===== src/rtl/fir_audio_sched.sv =====
// rtl/fir_audio_sched.sv - round-robin scheduler sharing one audio FIR core between two channels
// Optional feature macro: FIR_SCHED_STATS_EN (per-channel 16-bit issue counters)
module fir_audio_sched #(
   parameter int IN_W       = 18,
   parameter int ACC_W      = 36,
   parameter int OUT_W      = 18,
   parameter int SHIFT      = 17,
   parameter int TAG_DEPTH  = 8,
   parameter int CLR_CYCLES = 2
) (
   input  logic             clk,
   input  logic             sclr,
   input  logic             flush,
   input  logic [IN_W-1:0]  ch0_din,
   input  logic             ch0_valid,
   output logic             ch0_ready,
   input  logic [IN_W-1:0]  ch1_din,
   input  logic             ch1_valid,
   output logic             ch1_ready,
   output logic             fir_nd,
   output logic [IN_W-1:0]  fir_din,
   input  logic             fir_rfd,
   input  logic             fir_rdy,
   input  logic [ACC_W-1:0] fir_dout,
   output logic             fir_sclr,
   output logic [OUT_W-1:0] ch0_dout,
   output logic             ch0_dvalid,
   output logic [OUT_W-1:0] ch1_dout,
   output logic             ch1_dvalid,
   output logic             tag_err,
   output logic [15:0]      ch0_cnt,
   output logic [15:0]      ch1_cnt
);

   localparam int TAG_AW = (TAG_DEPTH > 1) ? $clog2(TAG_DEPTH) : 1;
   localparam int CLR_W  = (CLR_CYCLES > 1) ? $clog2(CLR_CYCLES + 1) : 1;

   localparam logic signed [ACC_W:0] RND_ADD = {{ACC_W{1'b0}}, 1'b1} << (SHIFT - 1);
   localparam logic signed [ACC_W:0] SAT_MAX = {{(ACC_W + 2 - OUT_W){1'b0}}, {(OUT_W - 1){1'b1}}};
   localparam logic signed [ACC_W:0] SAT_MIN = ~SAT_MAX;

   typedef enum logic [1:0] {S_IDLE, S_ISSUE, S_WAIT} state_t;

   state_t              state;
   logic                h0_full, h1_full;
   logic [IN_W-1:0]     h0_data, h1_data;
   logic                last_ch, grant_ch;
   logic [1:0]          wait_cnt;
   logic                seen_low;

   logic                tag_mem [TAG_DEPTH];
   logic [TAG_AW-1:0]   wr_ptr, rd_ptr;
   logic [TAG_AW:0]     tag_cnt;
   logic [CLR_W-1:0]    clr_cnt;
   logic [TAG_AW:0]     disc_cnt;

   logic                tag_full, tag_empty, discard, push, pop, issue_ok, next_grant;
   logic signed [ACC_W:0] rnd_sum, rnd_shift;
   logic [OUT_W-1:0]    sat_val;

   assign ch0_ready  = ~h0_full;
   assign ch1_ready  = ~h1_full;
   assign tag_full   = (tag_cnt == (TAG_AW + 1)'(TAG_DEPTH));
   assign tag_empty  = (tag_cnt == '0);
   assign discard    = (disc_cnt != '0);
   assign push       = (state == S_ISSUE);
   assign pop        = fir_rdy && !tag_empty && !discard;
   // a pop in the same cycle frees the slot this issue will occupy
   assign issue_ok   = fir_rfd && (h0_full || h1_full) && (!tag_full || pop);
   assign next_grant = (h0_full && h1_full) ? ~last_ch : h1_full;

   // round and saturate the core result into the channel output width
   always_comb begin
      rnd_sum   = $signed({fir_dout[ACC_W-1], fir_dout}) + RND_ADD;
      rnd_shift = rnd_sum >>> SHIFT;
      sat_val   = rnd_shift[OUT_W-1:0];
      if (rnd_shift > SAT_MAX)
         sat_val = SAT_MAX[OUT_W-1:0];
      else if (rnd_shift < SAT_MIN)
         sat_val = SAT_MIN[OUT_W-1:0];
   end

   // one-entry holding registers; a slot empties in the cycle its sample is issued
   always_ff @(posedge clk) begin
      if (sclr || flush) begin
         h0_full <= 1'b0;
         h1_full <= 1'b0;
         h0_data <= '0;
         h1_data <= '0;
      end else begin
         if (push && !grant_ch)
            h0_full <= 1'b0;
         else if (ch0_valid && !h0_full) begin
            h0_full <= 1'b1;
            h0_data <= ch0_din;
         end
         if (push && grant_ch)
            h1_full <= 1'b0;
         else if (ch1_valid && !h1_full) begin
            h1_full <= 1'b1;
            h1_data <= ch1_din;
         end
      end
   end

   // issue FSM: grant round-robin, strobe nd once, then wait for the core to take it
   always_ff @(posedge clk) begin
      if (sclr || flush) begin
         state    <= S_IDLE;
         fir_nd   <= 1'b0;
         fir_din  <= '0;
         grant_ch <= 1'b0;
         last_ch  <= 1'b1;
         wait_cnt <= '0;
         seen_low <= 1'b0;
      end else begin
         case (state)
            S_IDLE: begin
               if (issue_ok) begin
                  grant_ch <= next_grant;
                  fir_din  <= next_grant ? h1_data : h0_data;
                  fir_nd   <= 1'b1;
                  state    <= S_ISSUE;
               end
            end
            S_ISSUE: begin
               fir_nd   <= 1'b0;
               last_ch  <= grant_ch;
               wait_cnt <= '0;
               seen_low <= 1'b0;
               state    <= S_WAIT;
            end
            S_WAIT: begin
               if (wait_cnt != 2'd3)
                  wait_cnt <= wait_cnt + 2'd1;
               if (!fir_rfd)
                  seen_low <= 1'b1;
               else if (seen_low || wait_cnt == 2'd3)
                  state <= S_IDLE;
            end
            default: state <= S_IDLE;
         endcase
      end
   end

   // tag storage holds the channel id of each in-flight sample
   always_ff @(posedge clk) begin
      if (push)
         tag_mem[wr_ptr] <= grant_ch;
   end

   // tag FIFO pointers and occupancy
   always_ff @(posedge clk) begin
      if (sclr || flush) begin
         wr_ptr  <= '0;
         rd_ptr  <= '0;
         tag_cnt <= '0;
      end else begin
         if (push)
            wr_ptr <= wr_ptr + TAG_AW'(1);
         if (pop)
            rd_ptr <= rd_ptr + TAG_AW'(1);
         if (push && !pop)
            tag_cnt <= tag_cnt + (TAG_AW + 1)'(1);
         else if (!push && pop)
            tag_cnt <= tag_cnt - (TAG_AW + 1)'(1);
      end
   end

   // route results to the tagged channel; orphan results flag tag_err
   always_ff @(posedge clk) begin
      if (sclr) begin
         ch0_dout   <= '0;
         ch1_dout   <= '0;
         ch0_dvalid <= 1'b0;
         ch1_dvalid <= 1'b0;
         tag_err    <= 1'b0;
      end else if (flush) begin
         ch0_dvalid <= 1'b0;
         ch1_dvalid <= 1'b0;
         tag_err    <= 1'b0;
      end else begin
         ch0_dvalid <= 1'b0;
         ch1_dvalid <= 1'b0;
         if (pop) begin
            if (tag_mem[rd_ptr]) begin
               ch1_dout   <= sat_val;
               ch1_dvalid <= 1'b1;
            end else begin
               ch0_dout   <= sat_val;
               ch0_dvalid <= 1'b1;
            end
         end else if (fir_rdy && tag_empty && !discard) begin
            tag_err <= 1'b1;
         end
      end
   end

   // core clear pulse and post-flush window in which stale results are dropped
   always_ff @(posedge clk) begin
      if (sclr) begin
         fir_sclr <= 1'b1;
         clr_cnt  <= '0;
         disc_cnt <= '0;
      end else if (flush) begin
         fir_sclr <= 1'b1;
         clr_cnt  <= CLR_W'(CLR_CYCLES - 1);
         disc_cnt <= (TAG_AW + 1)'(TAG_DEPTH);
      end else begin
         fir_sclr <= (clr_cnt != '0);
         if (clr_cnt != '0)
            clr_cnt <= clr_cnt - CLR_W'(1);
         if (disc_cnt != '0)
            disc_cnt <= disc_cnt - (TAG_AW + 1)'(1);
      end
   end

`ifdef FIR_SCHED_STATS_EN
   // per-channel issue counters, wrapping at 16 bits
   always_ff @(posedge clk) begin
      if (sclr || flush) begin
         ch0_cnt <= '0;
         ch1_cnt <= '0;
      end else if (push) begin
         if (grant_ch)
            ch1_cnt <= ch1_cnt + 16'd1;
         else
            ch0_cnt <= ch0_cnt + 16'd1;
      end
   end
`else
   assign ch0_cnt = '0;
   assign ch1_cnt = '0;
`endif

endmodule

===== config.mk =====
export PLATFORM = sky130hd
export DESIGN_NAME = fir_audio_sched
export DESIGN_NICKNAME = d
export VERILOG_FILES = /design/src/rtl/fir_audio_sched.sv
export SDC_FILE = /design/constraint.sdc
export NUM_CORES = 1
export LEC_CHECK = 0
export ABC_AREA = 0
export CAP_MARGIN = 30
export CORE_MARGIN = 2
export CORE_UTILIZATION = 51
export DETAILED_ROUTE_END_ITERATION = 12
export HOLD_SLACK_MARGIN = 0.05
export PLACE_DENSITY = 0.95
export SYNTH_ARGS = -nofsm -noshare
export SYNTH_HDL_FRONTEND = slang
export SYNTH_SLANG_ARGS = --single-unit

===== constraint.sdc =====
create_clock -name clk -period 7 [get_ports clk]
set_clock_uncertainty 0.15 [all_clocks]
set_input_delay 1.4 -clock clk [delete_from_list [all_inputs] [get_ports clk]]
set_output_delay 1.4 -clock clk [all_outputs]
set_load 0.02 [all_outputs]

==> results.yml, run 1 <==
drt:
  detail_route.iter0.violations: 272
  wl_met1_um: 5580
  wl_met3_um: 1310
  wl_per_cell_um: 15.3
  drc: 0
  dr.pass1.iters: 5
  via_per_inst: 5.48
  totalWireLength_um: 13800
  ant_nets: 0
  wl_met2_um: 6800
  top_layer: "met4"
  vias: 4956
global_route:
  grt_pass1_wl_um: 22200
  grt_max_degree: 43
  antenna_found_initial: 0
  overflow: 0
  grt_usage: 0.237
  grt_pass1_vias: 4633
floorplanning:
  rows: 38
  dieWidth_um: 110
  ios: 172
  dieArea_um2: 12200
  start_util: 0.527
  coreArea_um2: 10900
  die_h_um: 110
status:
  outcome: "completed"
setup_path:
  cp-start-kind: "input port"
  cp_cell_sequence: "clkdlybuf4s50_1 -> inv_1 -> nand2_2 -> nor3_1 -> o21a_1 -> a221o_1"
  critical_path.max_stage_delay_ns: 0.87
  worst_ep_required_time_ns: 7.20
  cp_max_fo: 37
  crit_path_end_kind: "flop"
  path_class: "in2reg"
  slowest_stage: "clkdlybuf4s50_1"
  crit_arrival_ns: 4.32
  worst_r2r_path_depth: 13
place:
  dp_slack_ns: 2.56
  place_congestion: 0.858
  dp_hpwl_um: 9480
  port_buffers: 123
  dp.cells: 873
cts:
  clkSinkCount: 131
  clk_transition_reported_paths_ns: 0.06
  cts_tree: "built"
  hold_buffers: 0
  cts-root-buf: "clkbuf_16"
  cts_max_path_buffers: 2
  htree_levels: 4
  postCtsSetupBuffers: 0
  insertion_delay_ns: 0.41
  cts_made_buffers: 17
  cts_resized: 0
finish:
  antenna_cells: 0
  drive_gt1_frac: 0.0719
  synthToLayoutAreaGrowth_pct: 31.2
  final_cells: 905
  fillers: 822
  fin_nets: 842
synthesis:
  synth.top_cell.area_share: 0.427
  async_flop_share: 0
  ys_top_cells_by_count: "dfxtp_1, nand2_1, nor2_1"
  netlist_top_cells_area: "dfxtp_1, nand2_1, a21oi_1, nor2_1, buf_4"
  synth_most_common_cell: "dfxtp_1"
  seq_area_frac_synth: 0.469
  synth_area_um2: 5760
  yosysUniqueCellTypes: 56
  netlist_instances: 634
  ys_ff_latch: 131
  yosysTopAreaCell: "dfxtp_1"
  synth_ff_type: "dfxtp_1"
  synth_area_per_cell_um2: 9.09
  synth_edf_count: 8
  yosys_warnings: 0
sta:
  relSlewSlack: 0.324
  finalCritPeriodShare: 0.588
  finalHoldViolCount: 0
  tns_ns: 0
  setup_viol: 0
  setup_slack_ns: 2.88
  finalMaxSlewViolations: 0
  fmax_ghz: 0.243
  tightest_slew_ns: 1.01
  finalCriticalPeriod_ns: 4.12
  rsz0062_at_grt: "no"
power:
  p_leak_nw: 2.79
  power_density_nw_per_um2: 243
  peakVddDrop_v: 0.000140
min_path:
  min_path_cells: 2
  hold_class: "reg2reg"
job:
  cap_violations: 0
-- flip-flops by register name (all words and copies together), names as in the netlist, 2 cells and up, named ones only --
| signal | flops |
|---|---|
| disc_cnt | 4 |
| h0_data | 18 |
| h1_data | 18 |
| ch1_dout | 18 |
| tag_mem | 8 |
| wr_ptr | 3 |
| ch0_dout | 18 |
| rd_ptr | 3 |
| state | 2 |
| fir_din | 18 |
| tag_cnt | 4 |
| wait_cnt | 2 |
| clr_cnt | 2 |
-- worst paths after layout --
check                   start     endpoint  slack [ns]
hold reg to reg    h0_data[6]   h0_data[6]        0.31
hold / removal     h0_data[6]   h0_data[6]        0.31
setup reg to reg  disc_cnt[0]   tag_cnt[3]        3.85
setup / recovery         sclr  ch0_dout[2]        2.88
-- worst max-delay path, delay by kind of cell --
family,cells,cell delay [ns]
buffers and inverters,2,1.30
AND/OR/NAND/NOR,2,0.96
AO/OA/AOI/OAI,2,0.64
-- layer usage --
layer / track usage / up-vias
met5: 0 / -
met2: 0.422 / 218
met1: 0.273 / 2325
li1: - / 2397
met4: 0.0616 / 0
met3: 0.0788 / 16
-- power breakdown --
group	leakage [nW]	internal (W)	switching [W]
logic	1.43	0.0000778	0.000110
registers	1.07	0.000769	0.0000108
clock network	0.289	0.000528	0.000339
-- area by class of cell --
type	count	area [µm²]	area share
Clock buffer	17	425	0.0563
Tap cell	140	175	0.0232
Inverter	17	63.8	0.00844
Sequential cell	131	2700	0.357
Timing Repair Buffer	128	1270	0.168
Multi-Input combinational cell	457	2770	0.367
Clock inverter	15	153	0.0202
-- through the flow --
| stage | total power [W] | hold WS [ns] | util | instance area, µm² |
|---|---|---|---|---|
| floorplan | 0.000915 | 0.276 | - | 5880 |
| global placement | 0.000975 | 0.291 | 0.639 | 6980 |
| detailed placement | 0.000980 | 0.296 | 0.639 | 6980 |
| CTS | 0.00184 | 0.304 | 0.691 | 7560 |
| global route | 0.00190 | 0.323 | 0.691 | 7560 |
| finish | 0.00183 | 0.306 | 0.691 | 7560 |
-- logic make-up (layout without fill, tap and decap cells) --
logic type	count (synthesis)	count (layout)	share of synthesized area
AO/OA/AOI/OAI	134	134	0.160
XOR/XNOR	21	21	0.0319
adder cells (fa/ha/maj)	11	11	0.0252
buffers and inverters	77	177	0.0738
flip-flops	131	131	0.469
multiplexers	26	26	0.0497
other	1	32	0.000651
AND/OR/NAND/NOR	233	233	0.190
-- layout by cell type (no fill, tap or decap), types with 11 or more instances in the layout --
master,instances
a211oi_1,20
a21oi_1,57
a221o_1,20
clkbuf_16,17
clkdlybuf4s50_1,123
conb_1,32
dfxtp_1,123
inv_1,17
mux2i_1,23
nand2_1,104
nor2_1,71
nor3_1,11
o211ai_1,11
xor2_1,12
No activity file was read; power rests on OpenSTA's default activity.
==> inputs of run 2 (changes only) <==
--- a/config.mk
+++ b/config.mk
@@ -8,10 +8,10 @@
 export ABC_AREA = 0
 export CAP_MARGIN = 30
 export CORE_MARGIN = 2
-export CORE_UTILIZATION = 51
+export CORE_UTILIZATION = 47
 export DETAILED_ROUTE_END_ITERATION = 12
 export HOLD_SLACK_MARGIN = 0.05
-export PLACE_DENSITY = 0.95
+export PLACE_DENSITY = 0.92
 export SYNTH_ARGS = -nofsm -noshare
 export SYNTH_HDL_FRONTEND = slang
 export SYNTH_SLANG_ARGS = --single-unit
==> constraint.sdc (replaced) <==
create_clock -name clk -period 3.95 [get_ports clk]
set_clock_uncertainty 0.15 [all_clocks]
set_input_delay 0.79 -clock clk [delete_from_list [all_inputs] [get_ports clk]]
set_output_delay 0.79 -clock clk [all_outputs]
set_load 0.02 [all_outputs]
==> results.yml, run 2 (same netlist as run 1, synthesis figures left out) <==
sta:
  tns_ns: 0
  relSlewSlack: 0.480
  rsz0062_at_grt: "no"
  hold_ws_ns: 0.305
  finalMaxSlewViolations: 0
  finalCritPeriodShare: 0.823
  setup_viol: 0
  fmax_ghz: 0.308
  tightest_slew_ns: 0.780
  finalHoldViolCount: 0
  finalCriticalPeriod_ns: 3.25
power:
  finalPower_w: 0.00327
  power_density_nw_per_um2: 431
  p_leak_nw: 2.80
  peakVddDrop_v: 0.000335
cts:
  cts_resized: 0
  cts_max_path_buffers: 2
  cts-root-buf: "clkbuf_16"
  clkSinkCount: 131
  clk_transition_reported_paths_ns: 0.07
  insertion_delay_ns: 0.42
  hold_buffers: 0
  cts_made_buffers: 17
  cts_tree: "built"
  postCtsSetupBuffers: 0
  htree_levels: 4
finish:
  antenna_cells: 0
  final_util: 0.633
  final_area_um2: 7600
  fillers: 951
  drive_gt1_frac: 0.0755
  final_cell_mix: "dfxtp_1, clkdlybuf4s50_1, nand2_1"
  fin_nets: 845
  synthToLayoutAreaGrowth_pct: 31.9
status:
  outcome: "completed"
global_route:
  use_met3: 0.0801
  grt_max_degree: 77
  grt_usage: 0.220
  busiest_layer: "met2"
  grt_pass1_wl_um: 22800
  use_met1: 0.253
  grt_pass1_vias: 4754
  antenna_found_initial: 0
  overflow: 0
  use_met2: 0.377
drt:
  detail_route.iter0.violations: 356
  ant_nets: 0
  drc: 0
  totalWireLength_um: 14400
  vias: 4955
  wl_per_cell_um: 15.7
  dr.pass1.iters: 6
  via_per_inst: 5.42
setup_path:
  cp-start-kind: "input port"
  path_class: "in2reg"
  endpoint: "tag_cnt[3]"
  timing.rr.end: "tag_cnt[3]"
  worst_ep_required_time_ns: 4.15
  cp_max_fo: 6
  crit_start: "fir_rdy"
  crit_path_end_kind: "flop"
  crit_arrival_ns: 3.45
  worst_r2r_path_depth: 13
  r2r_start: "disc_cnt[0]"
  regToRegSetupSlack_ns: 0.94
place:
  place_congestion: 0.880
  place_area_um2: 7010
  dp_hpwl_um: 9650
  port_buffers: 123
floorplanning:
  dieWidth_um: 115
  ios: 172
  coreArea_um2: 12000
  start_util: 0.480
  rows: 40
  dieArea_um2: 13200
  die_h_um: 115
min_path:
  min-delay-start: "h1_data[1]"
  hold_class: "reg2reg"
job:
  cap_violations: 0
-- run 2: cell types whose count changed in the layout (fill, tap and decap cells not counted) --
cell        previous run  this run
inv_4                  2         0
clkinvlp_4             1         2
bufinv_16              2         1
clkinv_2               4         0
inv_8                  0         4
clkinv_4               1         3
buf_4                  5         8
-- run 2: how the worst min path moves through the flow --
stage | endpoint | slack [ns] | depth (start not counted)
after global routing | h1_data[2] | 0.32 | 2
after global placement | h0_data[10] | 0.29 | 2
after detailed placement | h0_data[7] | 0.30 | 2
after floorplan | last_ch | 0.28 | 1
after CTS | h0_data[10] | 0.31 | 2
final | h1_data[1] | 0.30 | 2
-- run 2: stage by stage --
stage	setup WS (ns)	instances
4_1_cts	0.691	915
3_5_place_dp	0.261	883
5_1_grt	0.535	915
6_report	0.700	915
3_3_place_gp	0.397	883
2_1_floorplan	1.04	665
-- run 2: report_power, final --
group | internal (W) | switching (W) | leakage (nW)
registers | 0.00136 | 0.0000193 | 1.07
clock network | 0.000894 | 0.000661 | 0.283
logic | 0.000141 | 0.000197 | 1.45
total | 0.00240 | 0.000877 | 2.80
-- run 2: layer usage --
metal  vias up  routed length (µm)
li1       2406                   -
met1      2297                5770
met4         0                 251
met2       222                7120
met5         -                   0
met3        30                1210
-- run 2: area by class of cell --
type	count	area, µm²	share of cell area
multi-input combinational	457	2770	0.365
sequential	131	2700	0.356
timing repair buffer	131	1290	0.170
clock buffer	17	425	0.0560
tap	147	184	0.0242
clock inverter	15	160	0.0211
inverter	17	63.8	0.00840
-- run 2: critical path, cell delays in order --
cell and delay (ns):
clkdlybuf4s50_1 0.50, nand4bb_1 0.13, nor2_1 0.29, inv_1 0.23, ha_1 0.27, inv_1 0.11
ha_1 0.24, a21o_1 0.17, a21oi_1 0.17, xnor2_1 0.10, or3_1 0.31, a21oi_1 0.13
